--- config.mk ---
export PLATFORM = sky130hd
export DESIGN_NAME = imem_loader
export DESIGN_NICKNAME = d
export VERILOG_FILES = /design/src/rtl/loader_pkg.sv /design/src/rtl/word_packer.sv /design/src/rtl/imem_loader.sv
export SDC_FILE = /design/constraint.sdc
export NUM_CORES = 1
export LEC_CHECK = 0
export BUFFER_PORTS_ARGS = -buffer_cell sky130_fd_sc_hd__buf_4
export CAP_MARGIN = 20
export CORE_AREA = 5 5 153 155
export DETAILED_ROUTE_END_ITERATION = 10
export DIE_AREA = 0 0 158 160
export PLACE_DENSITY = 0.44
export SLEW_MARGIN = 40
export SYNTH_ARGS = -nofsm -noshare
export SYNTH_HDL_FRONTEND = slang
export SYNTH_SLANG_ARGS = --single-unit
--- constraint.sdc ---
create_clock -name Clk -period 3 [get_ports Clk]
set_input_delay 0.6 -clock Clk [delete_from_list [all_inputs] [get_ports Clk]]
set_output_delay 0.6 -clock Clk [all_outputs]
set_load 0.01 [all_outputs]
--- src/rtl/loader_pkg.sv ---
// Shared types and constants for the instruction-memory program loader.
// Optional feature macro: LOADER_CHECKSUM_EN (adds the CHECK state).
package loader_pkg;

  localparam int BYTE_W     = 8;
  localparam int WORD_W     = 32;
  localparam int LEN_W      = 16;
  localparam int LANES      = 4;
  localparam int LANE_IDX_W = 2;

  // Loader FSM states; CHECK only exists when the checksum trailer is enabled.
  typedef enum logic [2:0] {
    S_IDLE   = 3'd0,
    S_LEN_LO = 3'd1,
    S_LEN_HI = 3'd2,
    S_BYTE   = 3'd3,
    S_WRITE  = 3'd4,
    S_DONE   = 3'd5,
`ifdef LOADER_CHECKSUM_EN
    S_ERR    = 3'd6,
    S_CHECK  = 3'd7
`else
    S_ERR    = 3'd6
`endif
  } state_e;

  // Byte address of word 'count' relative to 'base'; wraps modulo 2^32.
  function automatic logic [WORD_W-1:0] word_addr(input logic [WORD_W-1:0] base,
                                                  input logic [LEN_W-1:0]  count);
    return base + {14'b0, count, 2'b00};
  endfunction

endpackage

--- src/rtl/word_packer.sv ---
// Little-endian byte-to-word packer: byte k of a word lands in bits [8k+7:8k].
// word_o already contains the byte being accepted, so the caller can latch the
// complete word on the same edge that word_full_o is reported.
module word_packer
  import loader_pkg::*;
(
  input  logic              clk_i,
  input  logic              rst_i,
  input  logic              start_i,
  input  logic              byte_vld_i,
  input  logic [BYTE_W-1:0] byte_i,
  output logic [WORD_W-1:0] word_o,
  output logic              word_full_o
);

  logic [LANE_IDX_W-1:0] lane_q;
  logic [WORD_W-1:0]     word_q;
  logic [WORD_W-1:0]     word_d;

  // Insert the incoming byte into its lane of the partially built word.
  always_comb begin
    word_d = word_q;
    word_d[{lane_q, 3'b000} +: BYTE_W] = byte_i;
  end

  assign word_o      = word_d;
  assign word_full_o = byte_vld_i && (lane_q == LANE_IDX_W'(LANES - 1));

  // Lane counter and word register; the counter wraps to lane 0 after lane 3.
  always_ff @(posedge clk_i) begin
    if (rst_i || start_i) begin
      lane_q <= '0;
      word_q <= '0;
    end else if (byte_vld_i) begin
      lane_q <= lane_q + 1'b1;
      word_q <= word_d;
    end
  end

endmodule

--- src/rtl/imem_loader.sv ---
// Program loader: receives a length-prefixed byte stream, packs it into
// 32-bit words and writes them to instruction memory, holding the core in
// reset until a complete image is loaded.
// Optional feature macro: LOADER_CHECKSUM_EN (trailing XOR checksum byte).
module imem_loader
  import loader_pkg::*;
#(
  parameter logic [WORD_W-1:0] BASE_ADDR = 32'h0000_0000,
  parameter int unsigned       MAX_WORDS = 1024
) (
  input  logic              Clk,
  input  logic              Reset,
  input  logic              Start,
  input  logic [BYTE_W-1:0] RxData,
  input  logic              RxValid,
  output logic              RxReady,
  output logic [WORD_W-1:0] MemAddr,
  output logic [WORD_W-1:0] MemData,
  output logic              MemWr,
  output logic              CpuReset,
  output logic              Busy,
  output logic              Done,
  output logic              Error,
  output logic [LEN_W-1:0]  WordCount
);

  state_e              state_q;
  logic [LEN_W-1:0]    len_q;
  logic [LEN_W-1:0]    word_count_q;
  logic [WORD_W-1:0]   mem_addr_q;
  logic [WORD_W-1:0]   mem_data_q;
  logic                mem_wr_q;
  logic                cpu_reset_q;
  logic                done_q;
  logic                error_q;
`ifdef LOADER_CHECKSUM_EN
  logic [BYTE_W-1:0]   xor_q;
`endif

  logic                xfer;
  logic                packer_start;
  logic                packer_vld;
  logic                word_full;
  logic [WORD_W-1:0]   packed_word;
  logic [LEN_W-1:0]    len_w;
  logic [LEN_W-1:0]    cnt_inc;

  // Stream-side readiness and busy flag are pure functions of the state.
  always_comb begin
    RxReady = 1'b0;
    Busy    = 1'b1;
    case (state_q)
      S_LEN_LO, S_LEN_HI, S_BYTE: RxReady = 1'b1;
`ifdef LOADER_CHECKSUM_EN
      S_CHECK:                    RxReady = 1'b1;
`endif
      S_IDLE, S_DONE, S_ERR:      Busy    = 1'b0;
      default:                    RxReady = 1'b0;
    endcase
  end

  assign xfer         = RxValid && RxReady;
  assign packer_start = Start && !Busy;
  assign packer_vld   = xfer && (state_q == S_BYTE);
  assign len_w        = {RxData, len_q[BYTE_W-1:0]};
  assign cnt_inc      = word_count_q + 1'b1;

  word_packer u_packer (
    .clk_i       (Clk),
    .rst_i       (Reset),
    .start_i     (packer_start),
    .byte_vld_i  (packer_vld),
    .byte_i      (RxData),
    .word_o      (packed_word),
    .word_full_o (word_full)
  );

  // Loader FSM with registered memory-write and status outputs.
  always_ff @(posedge Clk) begin
    if (Reset) begin
      state_q      <= S_IDLE;
      len_q        <= '0;
      word_count_q <= '0;
      mem_addr_q   <= '0;
      mem_data_q   <= '0;
      mem_wr_q     <= 1'b0;
      cpu_reset_q  <= 1'b1;
      done_q       <= 1'b0;
      error_q      <= 1'b0;
`ifdef LOADER_CHECKSUM_EN
      xor_q        <= '0;
`endif
    end else begin
      mem_wr_q <= 1'b0;
      case (state_q)
        S_IDLE, S_DONE, S_ERR: begin
          if (Start) begin
            state_q      <= S_LEN_LO;
            word_count_q <= '0;
            done_q       <= 1'b0;
            error_q      <= 1'b0;
            cpu_reset_q  <= 1'b1;
`ifdef LOADER_CHECKSUM_EN
            xor_q        <= '0;
`endif
          end
        end
        S_LEN_LO: begin
          if (xfer) begin
            len_q[BYTE_W-1:0] <= RxData;
            state_q           <= S_LEN_HI;
          end
        end
        S_LEN_HI: begin
          if (xfer) begin
            len_q[LEN_W-1:BYTE_W] <= RxData;
            if (32'(len_w) > MAX_WORDS) begin
              state_q     <= S_ERR;
              error_q     <= 1'b1;
              cpu_reset_q <= 1'b1;
            end else if (len_w == '0) begin
`ifdef LOADER_CHECKSUM_EN
              state_q     <= S_CHECK;
`else
              state_q     <= S_DONE;
              done_q      <= 1'b1;
              cpu_reset_q <= 1'b0;
`endif
            end else begin
              state_q <= S_BYTE;
            end
          end
        end
        S_BYTE: begin
          if (xfer) begin
`ifdef LOADER_CHECKSUM_EN
            xor_q <= xor_q ^ RxData;
`endif
            if (word_full) begin
              mem_wr_q   <= 1'b1;
              mem_addr_q <= word_addr(BASE_ADDR, word_count_q);
              mem_data_q <= packed_word;
              state_q    <= S_WRITE;
            end
          end
        end
        S_WRITE: begin
          word_count_q <= cnt_inc;
          if (cnt_inc == len_q) begin
`ifdef LOADER_CHECKSUM_EN
            state_q     <= S_CHECK;
`else
            state_q     <= S_DONE;
            done_q      <= 1'b1;
            cpu_reset_q <= 1'b0;
`endif
          end else begin
            state_q <= S_BYTE;
          end
        end
`ifdef LOADER_CHECKSUM_EN
        S_CHECK: begin
          if (xfer) begin
            if (RxData == xor_q) begin
              state_q     <= S_DONE;
              done_q      <= 1'b1;
              cpu_reset_q <= 1'b0;
            end else begin
              state_q     <= S_ERR;
              error_q     <= 1'b1;
              cpu_reset_q <= 1'b1;
            end
          end
        end
`endif
        default: state_q <= S_IDLE;
      endcase
    end
  end

  assign MemAddr   = mem_addr_q;
  assign MemData   = mem_data_q;
  assign MemWr     = mem_wr_q;
  assign CpuReset  = cpu_reset_q;
  assign Done      = done_q;
  assign Error     = error_q;
  assign WordCount = word_count_q;

endmodule

==> run metrics <==
status=complete, no violations; Crit. Startpoint=WordCount[0]; Synth warnings=0; vias per cell=4.63; GRT Util Overall=13.1%; Hold Startpoint=MemAddr[10]; DIE HEIGHT=160 µm; worst slew pin tran=0.633 ns; core box area=21700 µm²; vias post-DR=4755; placed wire-length estimate=11.2 mm; starting density of the core=24.8%; Longest Clk Path Bufs=2; Non-Filler Instances=1027; Leak Pwr=2.53 nW; CTS clk-pin slew, worst paths=0.05 ns; unrepaired setup endpoints after global routing=no; number of global-route vias before repair=4646; worst vdd ir=0.000433 V; Post-CTS Setup Bufs=0; synth top area cells=dfxtp_1 42%, a21oi_1 7.3%, a211oi_1 7.0%, nand2_1 5.9%, nor2_1 5.9%; CTS resizes=0; CTS Buf Count=17; CP Max Fanout=10; Ant. Diodes=0; Detail Route Antenna Nets=0; Crit Reg-Reg Startpoint=WordCount[0]; Design Area, Final=6890 µm²; cell area after synthesis=5380 µm²; Post-synth EDFFs=0; gpl congestion=0.801; average wire per standard cell=16.1 µm; drt first-iter violations=238; kind of critical path=reg2reg; Total Nets Final=754; startpoint types=flip-flop; initial antenna violation count=0; Clock Tree Root=clkbuf_16; Unique masters post-synth=60; clk_skew=0.0153 ns; Post-CTS Hold Buffers=0; Slew HR=57.6%; Top Ports=98; Seq/Total Area, Yosys=42.1%; pwr/cell area=686 nW/µm²; WL final=16.5 mm; main flop type after synthesis=dfxtp_1; fin. max-slew vios=0; die area=25300 µm²; top cell type's share of synthesized area=42.1%; DRC=0; cell count after synthesis=665; crit share post-route=81.9%; fillers=2292; Setup Viol. Count Final=0; share of layout cells above drive strength 1=20.1%; number of clock sinks=113; Max Freq=0.407 GHz; Final Hold Fails=0; register bit total from synthesis=113; Post-DP Area=6250 µm²; Die X=158 µm; async set or reset register ratio after synthesis=0%; worst-path cell chain=ha_1, nand3_2, o31a_1, or4b_1, o211ai_2, and4_4, o311a_1; Area Growth Syn to Fin=28.0%; crit path time final=2.46 ns; first-pass GRT wire length=26.1 mm; CTS tree=done; Hold Path Class=reg2reg; CP peak stage delay=0.52 ns; R2R Setup Slk=0.54 ns; row count=54; Worst EP arrival=2.81 ns; Post-Syn Area per Cell=8.09 µm²; final hold slack=0.452 ns; worst endpoint required time=3.35 ns; Yosys top cell by area=dfxtp_1; CP Capture Type=flip-flop; largest net degree at the start of global routing=50; IO buf count=81; H-tree level count=4; max_cap viols=0; Worst path slowest cell=or4b_1; clock latency at the later pin of the worst-skew pair=0.42 ns; DR pass1 iterations=4; setup TNS=0 ns; grt ovf=0; placed insts=997
registers in the layout, summed over array words and instances (netlist names):
signal	cells
CpuReset	1
u_packer.lane_q	2
WordCount	16
state_q	3
MemData	32
Error	1
MemWr	1
u_packer.word_q	24
MemAddr	16
len_q	16
Done	1
report_power, final:
part | internal (W) | switching, W
Clock | 0.00150 | 0.000706
Combinational | 0.000329 | 0.000548
Sequential | 0.00157 | 0.0000727
logic make-up (layout without fill, tap and decap cells):
family / Yosys count / after routing / synth area share, %
multiplexers: 10 / 10 / 1.88
adder cells (fa/ha/maj): 7 / 7 / 1.58
AND/OR/NAND/NOR: 264 / 264 / 23.6
AO/OA/AOI/OAI: 167 / 167 / 19.4
flip-flops: 113 / 113 / 42.1
XOR/XNOR: 26 / 26 / 4.65
buffers and inverters: 77 / 144 / 6.72
other: 1 / 16 / 0.0697
worst paths after layout:
check                endpoint  cells past startpoint
setup / recovery         Done                      7
hold / removal    MemAddr[10]                      2
setup reg to reg         Done                      7
hold reg to reg   MemAddr[10]                      2
Yosys cell counts, drive strengths merged, types with 2 or more instances:
cell     count
xnor2       22
o21ai       15
mux2i        9
xor2         3
o31a         2
a211oi      50
nand4        5
and3         2
nand2b       2
a22oi        2
a311oi       3
nand2       85
a2bb2oi      2
nor4        12
dfxtp      113
o311a        2
a21boi       2
ha           6
nor2        85
inv         12
nand3b       2
clkbuf      38
nor3        15
buf         27
nand3       17
nor2b       25
a21oi       78
or3          2
o211ai       3
nand4b       3
or4          2
and2         4
layout make-up:
class	instances	area, µm²	area share [%]
clock inverter	11	186	2.71
timing repair buffer	102	766	11.1
inverter	12	45.0	0.654
clock buffer	19	453	6.58
tap	280	350	5.09
multi-input combinational	490	2820	41.0
sequential	113	2260	32.9
critical path: cells and delay by family (launching register included):
kind | cells | cell delay [ns]
flip-flops | 1 | 0.48
AND/OR/NAND/NOR | 3 | 0.99
adder cells (fa/ha/maj) | 1 | 0.30
AO/OA/AOI/OAI | 3 | 0.63
placed cells by master, fill, tap and decap left out, types with 11 or more instances in the layout:
cell type and n:
a211oi_1 50, a21oi_1 78, buf_4 102, clkbuf_16 17, conb_1 16, dfxtp_1 113
nand2_1 85, nand3_1 15, nor2_1 84, nor2b_1 25, nor3_1 12, o21ai_1 11
xnor2_1 21
metal layers:
metal | global-route usage, % | wire length, µm | vias up | part of all wire, %
met4 | 4.15 | 142 | 0 | 0.86
met5 | 0 | 0 | - | 0
met1 | 17.6 | 7470 | 2187 | 45
met2 | 20.3 | 7770 | 118 | 47
li1 | - | - | 2438 | -
met3 | 3.65 | 1130 | 12 | 6.8
metrics by stage:
stage | setup slack [ns] | util [%] | power, W
finish | 0.544 | 31.7 | 0.00473
global placement | 0.597 | 28.8 | 0.00256
floorplan | 0.693 | - | 0.00226
global route | 0.408 | 31.7 | 0.00496
CTS | 0.552 | 31.7 | 0.00480
detailed placement | 0.562 | 28.8 | 0.00255
(Power assumes the default switching activity.)
